<file path="config.mk">
export PLATFORM = sky130hd
export DESIGN_NAME = alu_muldiv_seq
export DESIGN_NICKNAME = d
export VERILOG_FILES = /design/src/rtl/alu_muldiv_seq.sv
export SDC_FILE = /design/constraint.sdc
export NUM_CORES = 1
export LEC_CHECK = 0
export ABC_AREA = 1
export CAP_MARGIN = 20
export CELL_PAD_IN_SITES_DETAIL_PLACEMENT = 0
export CELL_PAD_IN_SITES_GLOBAL_PLACEMENT = 1
export CORE_UTILIZATION = 31
export CTS_CLUSTER_SIZE = 14
export DETAILED_ROUTE_END_ITERATION = 6
export GPL_TIMING_DRIVEN = 1
export PLACE_DENSITY = 0.95
export SYNTH_ARGS = -nofsm -noshare
export SYNTH_HDL_FRONTEND = slang
export SYNTH_SLANG_ARGS = --single-unit
</file>
<file path="constraint.sdc">
create_clock -name clk -period 6.8 [get_ports clk]
set_input_delay 2.04 -clock clk [delete_from_list [all_inputs] [get_ports clk]]
set_output_delay 2.04 -clock clk [all_outputs]
set_load 0.05 [all_outputs]
</file>
<file path="src/rtl/alu_muldiv_seq.sv">
// Multi-cycle multu/divu sequencer driving the shared EX-stage ALU.
// Optional divide support is built when MULDIV_DIV_EN is defined.
module alu_muldiv_seq #(
    parameter int WIDTH = 32
) (
    input  logic             clk,
    input  logic             rst,
    input  logic             start,
    input  logic [5:0]       op,
    input  logic [WIDTH-1:0] src_a,
    input  logic [WIDTH-1:0] src_b,
    output logic             busy,
    output logic             done,
    output logic             err,
    output logic [WIDTH-1:0] hi,
    output logic [WIDTH-1:0] lo,
    output logic [5:0]       alu_ctl,
    output logic [WIDTH-1:0] alu_a,
    output logic [WIDTH-1:0] alu_b,
    output logic             alu_cin,
    input  logic [WIDTH-1:0] alu_result,
    input  logic             alu_carry
);

    localparam logic [5:0] OP_MULTU = 6'd25;
    localparam logic [5:0] OP_DIVU  = 6'd27;
    localparam logic [5:0] CTL_ADD  = 6'd32;
    localparam logic [5:0] CTL_SUB  = 6'd34;
    localparam logic [5:0] LAST_IT  = 6'd31;

    typedef enum logic [1:0] {
        S_IDLE,
        S_MUL,
`ifdef MULDIV_DIV_EN
        S_DIV,
`endif
        S_FIN
    } state_t;

    state_t           state;
    state_t           state_nxt;
    logic [WIDTH-1:0] acc;
    logic [WIDTH-1:0] q;
    logic [WIDTH-1:0] opnd;
    logic [5:0]       cnt;
    logic             err_r;
    logic [WIDTH:0]   mul_s;

`ifdef MULDIV_DIV_EN
    logic [WIDTH-1:0] div_t;
    logic             ge;

    // Restoring-divide partial remainder and "subtract fits" decision.
    always_comb begin
        div_t = {acc[WIDTH-2:0], q[WIDTH-1]};
        ge    = acc[WIDTH-1] | alu_carry;
    end
`endif

    // Shift-add step: keep the ALU sum only when the multiplier bit is set.
    always_comb begin
        mul_s = q[0] ? {alu_carry, alu_result} : {1'b0, acc};
    end

    assign hi  = acc;
    assign lo  = q;
    assign err = done & err_r;

    // State register.
    always_ff @(posedge clk or posedge rst) begin
        if (rst) state <= S_IDLE;
        else     state <= state_nxt;
    end

    // Next-state, status outputs and ALU operand steering.
    always_comb begin
        state_nxt = state;
        busy      = 1'b0;
        done      = 1'b0;
        alu_ctl   = 6'd0;
        alu_a     = '0;
        alu_b     = '0;
        alu_cin   = 1'b0;
        unique case (state)
            S_IDLE: begin
                if (start) begin
                    if (op == OP_MULTU) state_nxt = S_MUL;
`ifdef MULDIV_DIV_EN
                    else if (op == OP_DIVU && src_b != '0)
                        state_nxt = S_DIV;
`endif
                    else state_nxt = S_FIN;
                end
            end
            S_MUL: begin
                busy    = 1'b1;
                alu_ctl = CTL_ADD;
                alu_a   = acc;
                alu_b   = opnd;
                if (cnt == LAST_IT) state_nxt = S_FIN;
            end
`ifdef MULDIV_DIV_EN
            S_DIV: begin
                busy    = 1'b1;
                alu_ctl = CTL_SUB;
                alu_a   = div_t;
                alu_b   = opnd;
                alu_cin = 1'b1;
                if (cnt == LAST_IT) state_nxt = S_FIN;
            end
`endif
            S_FIN: begin
                done      = 1'b1;
                state_nxt = S_IDLE;
            end
            default: state_nxt = S_IDLE;
        endcase
    end

    // Datapath registers: operand load on accept, one step per iteration.
    always_ff @(posedge clk or posedge rst) begin
        if (rst) begin
            acc   <= '0;
            q     <= '0;
            opnd  <= '0;
            cnt   <= 6'd0;
            err_r <= 1'b0;
        end else begin
            unique case (state)
                S_IDLE: begin
                    if (start) begin
                        cnt   <= 6'd0;
                        err_r <= 1'b0;
                        if (op == OP_MULTU) begin
                            acc  <= '0;
                            q    <= src_a;
                            opnd <= src_b;
                        end
`ifdef MULDIV_DIV_EN
                        else if (op == OP_DIVU && src_b != '0) begin
                            acc  <= '0;
                            q    <= src_a;
                            opnd <= src_b;
                        end else if (op == OP_DIVU) begin
                            acc   <= src_a;
                            q     <= '1;
                            err_r <= 1'b1;
                        end
`endif
                        else begin
                            acc   <= '0;
                            q     <= '0;
                            err_r <= 1'b1;
                        end
                    end
                end
                S_MUL: begin
                    acc <= mul_s[WIDTH:1];
                    q   <= {mul_s[0], q[WIDTH-1:1]};
                    cnt <= cnt + 6'd1;
                end
`ifdef MULDIV_DIV_EN
                S_DIV: begin
                    acc <= ge ? alu_result : div_t;
                    q   <= {q[WIDTH-2:0], ge};
                    cnt <= cnt + 6'd1;
                end
`endif
                default: begin
                end
            endcase
        end
    end

endmodule

</file>
# After elaboration in Yosys (flattened, before gate mapping)
# Index checks and enable logic that the tools add are counted.
# classes
mux,18
bitwise,1
n_addsub,1
n_reduce_logical,6
eq_ne,6
# op_table
cell,count
32-bit two-way mux,5
32-bit one-hot mux with 2 select lines,2
33-bit two-way mux,1
6-bit by 5-bit equality test with 1-bit output (second input constant),2
6-bit two-way mux,2
6-bit one-hot mux with 2 select lines,1
6-bit by 1-bit adder with 6-bit output (second input constant),1
2-bit two-way mux,3
2-bit AND reduction,3
2-bit != test (second input constant),2
2-bit one-hot mux with 2 select lines,1
1-bit two-way mux,3
3-bit AND reduction,1
2-bit by 1-bit equality test with 1-bit output (second input constant),1
2-bit equality test (second input constant),1
2-bit zero test,1
2-bit nonzero test,1
1-bit AND,1
# word_totals
input_bits,106
wordCells,38
reg_bits,105
out_inout_bits,138

# Longest topological paths before layout
# Gate-level depths: netlist of run 1.
# depth
word_depth,4
mapped_depth,8
depth_no_buf,7

# Least setup slack after synthesis of run 1
# OpenSTA, ideal clock, no wires.
# synth_path
path_kind,register to output
start,register state[0]
end,output err
slack_ps,3166
required_time_ps,4760
stages_incl_launch_ff,3
path_buffers,1
t_arrival_ps,1594
cell_sequence,dfrtp_1 -> buf_4 -> nor3_1
# synth_via
elab_chain_cells,3
# synth_rtl
element,line_no,source
from (decl),40,state_t state;
from (signal assigned),72,else state <= state_nxt;
2-bit equality test,84,unique case (state)
1-bit two-way mux,84,
1-bit AND,67,assign err = done & err_r;
to (decl),14,"output logic err,"
# No other way between the ends.

# Final worst setup path of run 1
# layout_path
start,register state[0]
end,output alu_a[31]
# layout_via
elab_chain_cells,2
# layout_rtl
element,line_no,source
2-bit by 1-bit equality test with 1-bit output,84,
32-bit two-way mux,84,
to (decl),18,"output logic [WIDTH-1:0] alu_a,"
# No other way between the ends.

==> metrics.txt, run 1 <==
IO Pins 244; total inserted antenna cells 0; global routing met3 resource utilization 3.49%; number of warnings printed during yosys synthesis 0; most common library cells after synthesis sky130_fd_sc_hd__nand2_1 (144), sky130_fd_sc_hd__dfrtp_1 (105), sky130_fd_sc_hd__inv_1 (103), sky130_fd_sc_hd__o21ai_0 (77), sky130_fd_sc_hd__nor2_1 (76); synthesized instance count 694; cell with the most instances after synthesis sky130_fd_sc_hd__nand2_1; vertical die dimension 133 um; post-cts gate resize count 0; number of clock buffers inserted by TritonCTS 9; number of hold violations in the final report 0; final worst-path setup slack 2030 ps; share of final-layout standard cells stronger than drive strength 1 just under 6%; Yosys top cell area share between 40% and 50%; pin count of the biggest net entering global routing 70; Worst EP arrival 2730 ps; register bit total from synthesis 105; number of max-slew violations in the final report 0; first-pass GRT wire length approximately 25 mm; number of search-and-repair iterations in the first detailed-routing pass 5; DPL Wire Length 10.7 mm; RD Place Congestion 0.867; met1 global-route usage 23.9%; Setup crit end kind output port; maximum number of buffers from clock root to sink 2; power per standard cell area approximately 200 nW/um^2; Maximum Capacitance Violations 0; number of distinct library cell variants in the gate-level netlist after synthesis 26; Total Routed Length 15.5 mm; number of enable flip-flop cells after synthesis 0; total number of H-tree levels 3; unrepaired setup endpoints after global routing false; Initial Utilization 31.9%; Seq/Total Area, Yosys 49.4%; worst setup path start state[0]; TritonCTS clock tree yes; final antenna-violating net count 0; Die Span X 133 um; Port Buffers about 240; initial DRC count slightly above 200; fraction of registers with async set/reset 100%; critical hold path startpoint opnd[26]; result of the run finished clean; total congestion overflow 0; number of global-route vias before repair 4,874; share of the clock period used by the worst path 70.2%; post-detailed-route DRC marker count 0; Placement Rows 47; Reg2Reg Setup Slack 4410 ps; critical path startpoint category flop; per-instance average area after synthesis 7.67 sq um; number of buffers inserted by hold repair at cts 0; post-layout minimum cycle time 4770 ps; DIE AREA ~18,000 sq um; cell area after synthesis 5320 sq um; timing-limited maximum frequency 210 MHz; Least-Margin Pin Slew ~900 ps; met2 GRT Util 28.0%; most instantiated flip-flop cell in the synthesis netlist sky130_fd_sc_hd__dfrtp_1; total number of vias 5,121; required arrival time at the worst endpoint roughly 4800 ps; highest net fanout along the worst path 69; Clock Sinks 105; layer with the highest usage met2; critical register-to-register path endpoint opnd[19]; Crit Path Class flop to output port; headroom to the max-slew limit between 30% and 40%; Post-Route Setup TNS 0 ps; Post-CTS Setup Repair Bufs 0; WHS Endpoint opnd[26]; Total Nets Final 1,009; top cells by area, synth sky130_fd_sc_hd__dfrtp_1 (49%), sky130_fd_sc_hd__nand2_1 (10%), sky130_fd_sc_hd__inv_1 (7.3%); number of antenna violations at the first check in global routing 0; RR Startpoint state[0]; final setup fails 0; area of the core 16,700 sq um; worst min path class flop to flop; leakage power around 3.5 nW; detailed-route vias per instance about 4.5; final setup skew 9.97 ps; CTS clock-pin slew for the worst setup and hold paths 70 ps; worst slack after detailed placement 2320 ps; later-pin clock latency in the skew report 350 ps; total track usage 17.7%; cells on worst reg2reg path 6; maximum resistive drop on vdd 0.121 mV; Hold Path Cell Cnt 2; clock tree root buffer cell sky130_fd_sc_hd__clkbuf_16; number of fill cells 1,711; Area Overhead vs Synth 51.5%; final routed wire length divided by cell count between 10 and 15 um; Synth area leader sky130_fd_sc_hd__dfrtp_1
## flip-flops by register name, indices dropped and copies added, names as in the netlist
| signal | cells |
|---|---|
| err_r | 1 |
| cnt | 6 |
| opnd | 32 |
| lo | 32 |
| hi | 32 |
| state | 2 |
## final cells by class
| type | count | area (sq um) | area share (%) |
|---|---|---|---|
| Clock inverter | 7 | 85.1 | 1.06 |
| Sequential cell | 105 | 2630 | 32.6 |
| Inverter | 108 | 408 | 5.06 |
| Clock buffer | 9 | 225 | 2.79 |
| Multi-Input combinational cell | 436 | 2030 | 25.2 |
| Tap cell | 220 | 275 | 3.41 |
| Timing Repair Buffer | 242 | 2410 | 29.9 |
## cells by family after synthesis
kind of cell	synth area share, %
other cells	0.0705
buf+inv	13.0
compound gates	17.4
flops	49.4
fa+ha+maj	0.235
xor+xnor	0.165
simple gates	19.8
## routing by layer
| metal | wire length (um) | up-vias |
|---|---|---|
| met4 | 258 | 0 |
| met5 | 0 | - |
| li1 | - | 2568 |
| met2 | 7200 | 190 |
| met1 | 6990 | 2347 |
| met3 | 1060 | 16 |
## worst max-delay path, stage by stage, from the launching register on
cell	delay [ps]
sky130_fd_sc_hd__dfrtp_1	550
sky130_fd_sc_hd__nand2_4	450
sky130_fd_sc_hd__buf_4	410
sky130_fd_sc_hd__nor2_1	140
sky130_fd_sc_hd__clkdlybuf4s50_1	820
## power breakdown
| group | leakage (nW) | switching (mW) | internal, mW | total, mW |
|---|---|---|---|---|
| Sequential | 1.39 | 0.0344 | 0.670 | 0.705 |
| Clock | 0.153 | 0.251 | 0.293 | 0.544 |
| Combinational | 1.94 | 0.254 | 0.146 | 0.400 |
## stage by stage
stage | util (%) | std cells | power, mW | hold WS, ps | instance area [sq um]
after floorplan | - | 699 | 0.958 | 449 | 5340
after global placement | 46.4 | 1111 | 1.12 | 462 | 7750
after detailed placement | 46.4 | 1111 | 1.12 | 465 | 7750
after CTS | 48.3 | 1127 | 1.67 | 485 | 8060
after global routing | 48.3 | 1127 | 1.73 | 506 | 8060
final | 48.3 | 1127 | 1.65 | 480 | 8060
## worst max path at each step
stage,slack [ps],depth (start not counted),endpoint
after floorplan,2000,1,cnt[0]
after global placement,2380,6,opnd[7]
after detailed placement,2320,6,opnd[19]
after CTS,1990,4,alu_b[18]
after global routing,1830,4,alu_a[17]
final,2030,4,alu_a[31]
## layout by cell type (no fill, tap or decap)
cell / count
sky130_fd_sc_hd__clkinv_4: 3
sky130_fd_sc_hd__bufinv_16: 1
sky130_fd_sc_hd__xor2_1: 1
sky130_fd_sc_hd__inv_8: 1
sky130_fd_sc_hd__inv_1: 102
sky130_fd_sc_hd__inv_2: 5
sky130_fd_sc_hd__nor2_2: 2
sky130_fd_sc_hd__a22o_1: 1
sky130_fd_sc_hd__ha_1: 1
sky130_fd_sc_hd__clkdlybuf4s50_1: 237
sky130_fd_sc_hd__nand2_1: 144
sky130_fd_sc_hd__nor3_1: 1
sky130_fd_sc_hd__dfrtp_1: 105
sky130_fd_sc_hd__buf_4: 5
sky130_fd_sc_hd__conb_1: 6
sky130_fd_sc_hd__o21ai_4: 1
sky130_fd_sc_hd__clkbuf_16: 9
sky130_fd_sc_hd__o21bai_1: 1
sky130_fd_sc_hd__nor2_4: 1
sky130_fd_sc_hd__o21ai_0: 77
sky130_fd_sc_hd__o31ai_1: 1
sky130_fd_sc_hd__nand3_1: 36
sky130_fd_sc_hd__nand3_2: 2
sky130_fd_sc_hd__inv_4: 1
sky130_fd_sc_hd__nand2_4: 1
sky130_fd_sc_hd__o21ai_2: 20
sky130_fd_sc_hd__nor2_1: 75
sky130_fd_sc_hd__inv_6: 2
sky130_fd_sc_hd__a21oi_1: 65
(Power assumes the default switching activity.)
==> inputs of run 2 (changes only) <==
--- a/config.mk
+++ b/config.mk
@@ -9,11 +9,11 @@
 export CAP_MARGIN = 20
 export CELL_PAD_IN_SITES_DETAIL_PLACEMENT = 0
 export CELL_PAD_IN_SITES_GLOBAL_PLACEMENT = 1
-export CORE_UTILIZATION = 31
+export CORE_UTILIZATION = 26
 export CTS_CLUSTER_SIZE = 14
 export DETAILED_ROUTE_END_ITERATION = 6
 export GPL_TIMING_DRIVEN = 1
-export PLACE_DENSITY = 0.95
+export PLACE_DENSITY = 0.88
 export SYNTH_ARGS = -nofsm -noshare
 export SYNTH_HDL_FRONTEND = slang
 export SYNTH_SLANG_ARGS = --single-unit
==> constraint.sdc (replaced) <==
create_clock -name clk -period 4.28 [get_ports clk]
set_input_delay 1.284 -clock clk [delete_from_list [all_inputs] [get_ports clk]]
set_output_delay 1.284 -clock clk [all_outputs]
set_load 0.05 [all_outputs]
==> run 2 against run 1 <==
Compared with the run above: first-iteration DRC count decreased by 14%; clock skew is 1.6 ps lower; count of clock-buffer cells in the layout did not move; sequential cell count stayed put; sequential share of layout area decreased by 0.56 points; sequential power up 59%; critical endpoint is now alu_a[25]; highest routed layer unchanged.
==> metrics.txt, run 2 (synthesized netlist as in run 1, its figures left out) <==
result of the run finished clean; Port Buffers 237 (unchanged); Area Overhead vs Synth 54.1%; final setup fails 0 (unchanged); headroom to the max-slew limit 39.0% (-0.75 points); CTS clock-pin slew for the worst setup and hold paths 80 ps (about the same); share of the clock period used by the worst path between 80% and 90%; critical path startpoint category flop; post-cts gate resize count 0 (unchanged); total number of vias 5,209 (+1.7%); worst min path class flop to flop; area of the core 19,800 sq um (+18%); most common cell after layout, fill and taps aside sky130_fd_sc_hd__clkdlybuf4s50_1; final core occ 41.5% (-6.8 points); critical hold path startpoint opnd[6]; Maximum Capacitance Violations 0 (unchanged); IO Pins 244 (unchanged); post-detailed-route DRC marker count 0 (unchanged); RR Startpoint lo[0]; hold slack 485 ps (+4.38 ps); total track usage 16.1% (-1.6 points); number of standard cells in the layout, taps in and fillers out 1,178 (+4.5%); total inserted antenna cells 0 (unchanged); Reg2Reg Setup Slack 2520 ps (-1890 ps); maximum resistive drop on vdd 0.184 mV (+51%); Post-Route Setup TNS 0 ps (unchanged); total number of H-tree levels 3 (unchanged); maximum number of buffers from clock root to sink 2 (unchanged); Hold Path Cell Cnt 2 (unchanged); number of buffers inserted by hold repair at cts 0 (unchanged); TritonCTS clock tree yes; Worst EP arrival 2360 ps (-370 ps); power per standard cell area 327 nW/um^2 (+60%); final routed wire length divided by cell count 14.2 um (+3.0%); detailed-route vias per instance 4.42 (-2.7%); highest net fanout along the worst path 63 (-8.7%); Total Routed Length 16.7 mm (+7.6%); number of clock buffers inserted by TritonCTS 9 (unchanged); initial DRC count 177 (-14%); number of global-route vias before repair 5,150 (+5.7%); cells on worst reg2reg path 4 (-2); WHS Endpoint opnd[6]; RD Place Congestion 0.867 (about the same); pin count of the biggest net entering global routing 65 (-7.1%); timing-limited maximum frequency approximately 270 MHz; post-layout minimum cycle time 3640 ps; number of max-slew violations in the final report 0 (unchanged); Setup crit end kind output port; Initial Utilization 26.9% (-5.0 points); vertical die dimension 145 um (+9.1%); highest-count cells in the layout ignoring fill and taps sky130_fd_sc_hd__clkdlybuf4s50_1 (237), sky130_fd_sc_hd__nand2_1 (144), sky130_fd_sc_hd__dfrtp_1 (105), sky130_fd_sc_hd__inv_1 (102), sky130_fd_sc_hd__o21ai_0 (77); Post-CTS Setup Repair Bufs 0 (unchanged); later-pin clock latency in the skew report 350 ps (about the same); first-pass GRT wire length 27.4 mm (+10%); clock tree root buffer cell sky130_fd_sc_hd__clkbuf_16; number of antenna violations at the first check in global routing 0 (unchanged); critical register-to-register path endpoint hi[29]; final setup skew 8.36 ps (-1.61 ps); required arrival time at the worst endpoint 3000 ps (-1760 ps); total congestion overflow 0 (unchanged); share of final-layout standard cells stronger than drive strength 1 6.57% (+0.62 points); Clock Sinks 105 (unchanged); Least-Margin Pin Slew 914 ps (+13.4 ps); DPL Wire Length 11.5 mm (+8.1%); unrepaired setup endpoints after global routing false; DIE AREA 21,000 sq um (+19%); Total Nets Final 1,015 (+0.59%); number of search-and-repair iterations in the first detailed-routing pass 4 (-1); Die Span X 145 um (+9.1%); total instance count after detailed placement 1,162 (+4.6%); final antenna-violating net count 0 (unchanged); Crit Path Class flop to output port; Placement Rows 51 (+8.5%); number of hold violations in the final report 0 (unchanged); leakage power 3.52 nW (+1.3%)
-- run 2: cell types whose count changed in the layout (fill, tap and decap cells not counted), sizes merged --
| cell | before | now |
|---|---|---|
| buf | 5 | 11 |
| bufinv | 1 | 2 |
| clkinv | 3 | 1 |
| clkinvlp | 0 | 1 |
-- run 2: per-stage QoR --
| step | instance area (sq um) | worst slack [ps] | total power [mW] |
|---|---|---|---|
| 6_report | 8200 | 639 | 2.68 |
| 5_1_grt | 8200 | 466 | 2.82 |
| 2_1_floorplan | 5340 | 235 | 1.52 |
| 3_3_place_gp | 7880 | 1040 | 1.78 |
| 4_1_cts | 8200 | 614 | 2.73 |
| 3_5_place_dp | 7880 | 1010 | 1.79 |
-- run 2: worst max-delay path by stage --
stage,startpoint,to,depth (start not counted)
floorplan,rst,cnt[0],1
global placement,state[0],alu_a[26],4
detailed placement,state[0],alu_a[1],4
CTS,state[0],alu_a[1],4
global route,state[0],alu_a[25],4
finish,state[0],alu_a[25],4
-- run 2: power by group --
part	switching [mW]	internal, mW
Clock	0.399	0.519
Combinational	0.408	0.237
Sequential	0.0542	1.06
Total	0.861	1.82
-- run 2: cell type report --
class                      count  area [sq um]
fill                        2021         11600
sequential                   105          2630
inverter                     108           408
tap                          265           332
clock buffer                   9           225
clock inverter                 7          98.8
timing repair buffer         248          2480
multi-input combinational    436          2030
-- run 2: worst max-delay path, cell delays in order, from the launching register on --
cell and delay [ps]:
sky130_fd_sc_hd__dfrtp_1 520, sky130_fd_sc_hd__nand2_4 220, sky130_fd_sc_hd__buf_12 250, sky130_fd_sc_hd__nor2_1 160, sky130_fd_sc_hd__clkdlybuf4s50_1 820
-- run 2: metal layers --
layer,routed length (um),GRT usage (%),vias up
met4,181,4.89,0
li1,-,-,2575
met5,0,0,-
met2,7890,26.9,200
met3,1170,3.36,12
met1,7440,20.7,2422
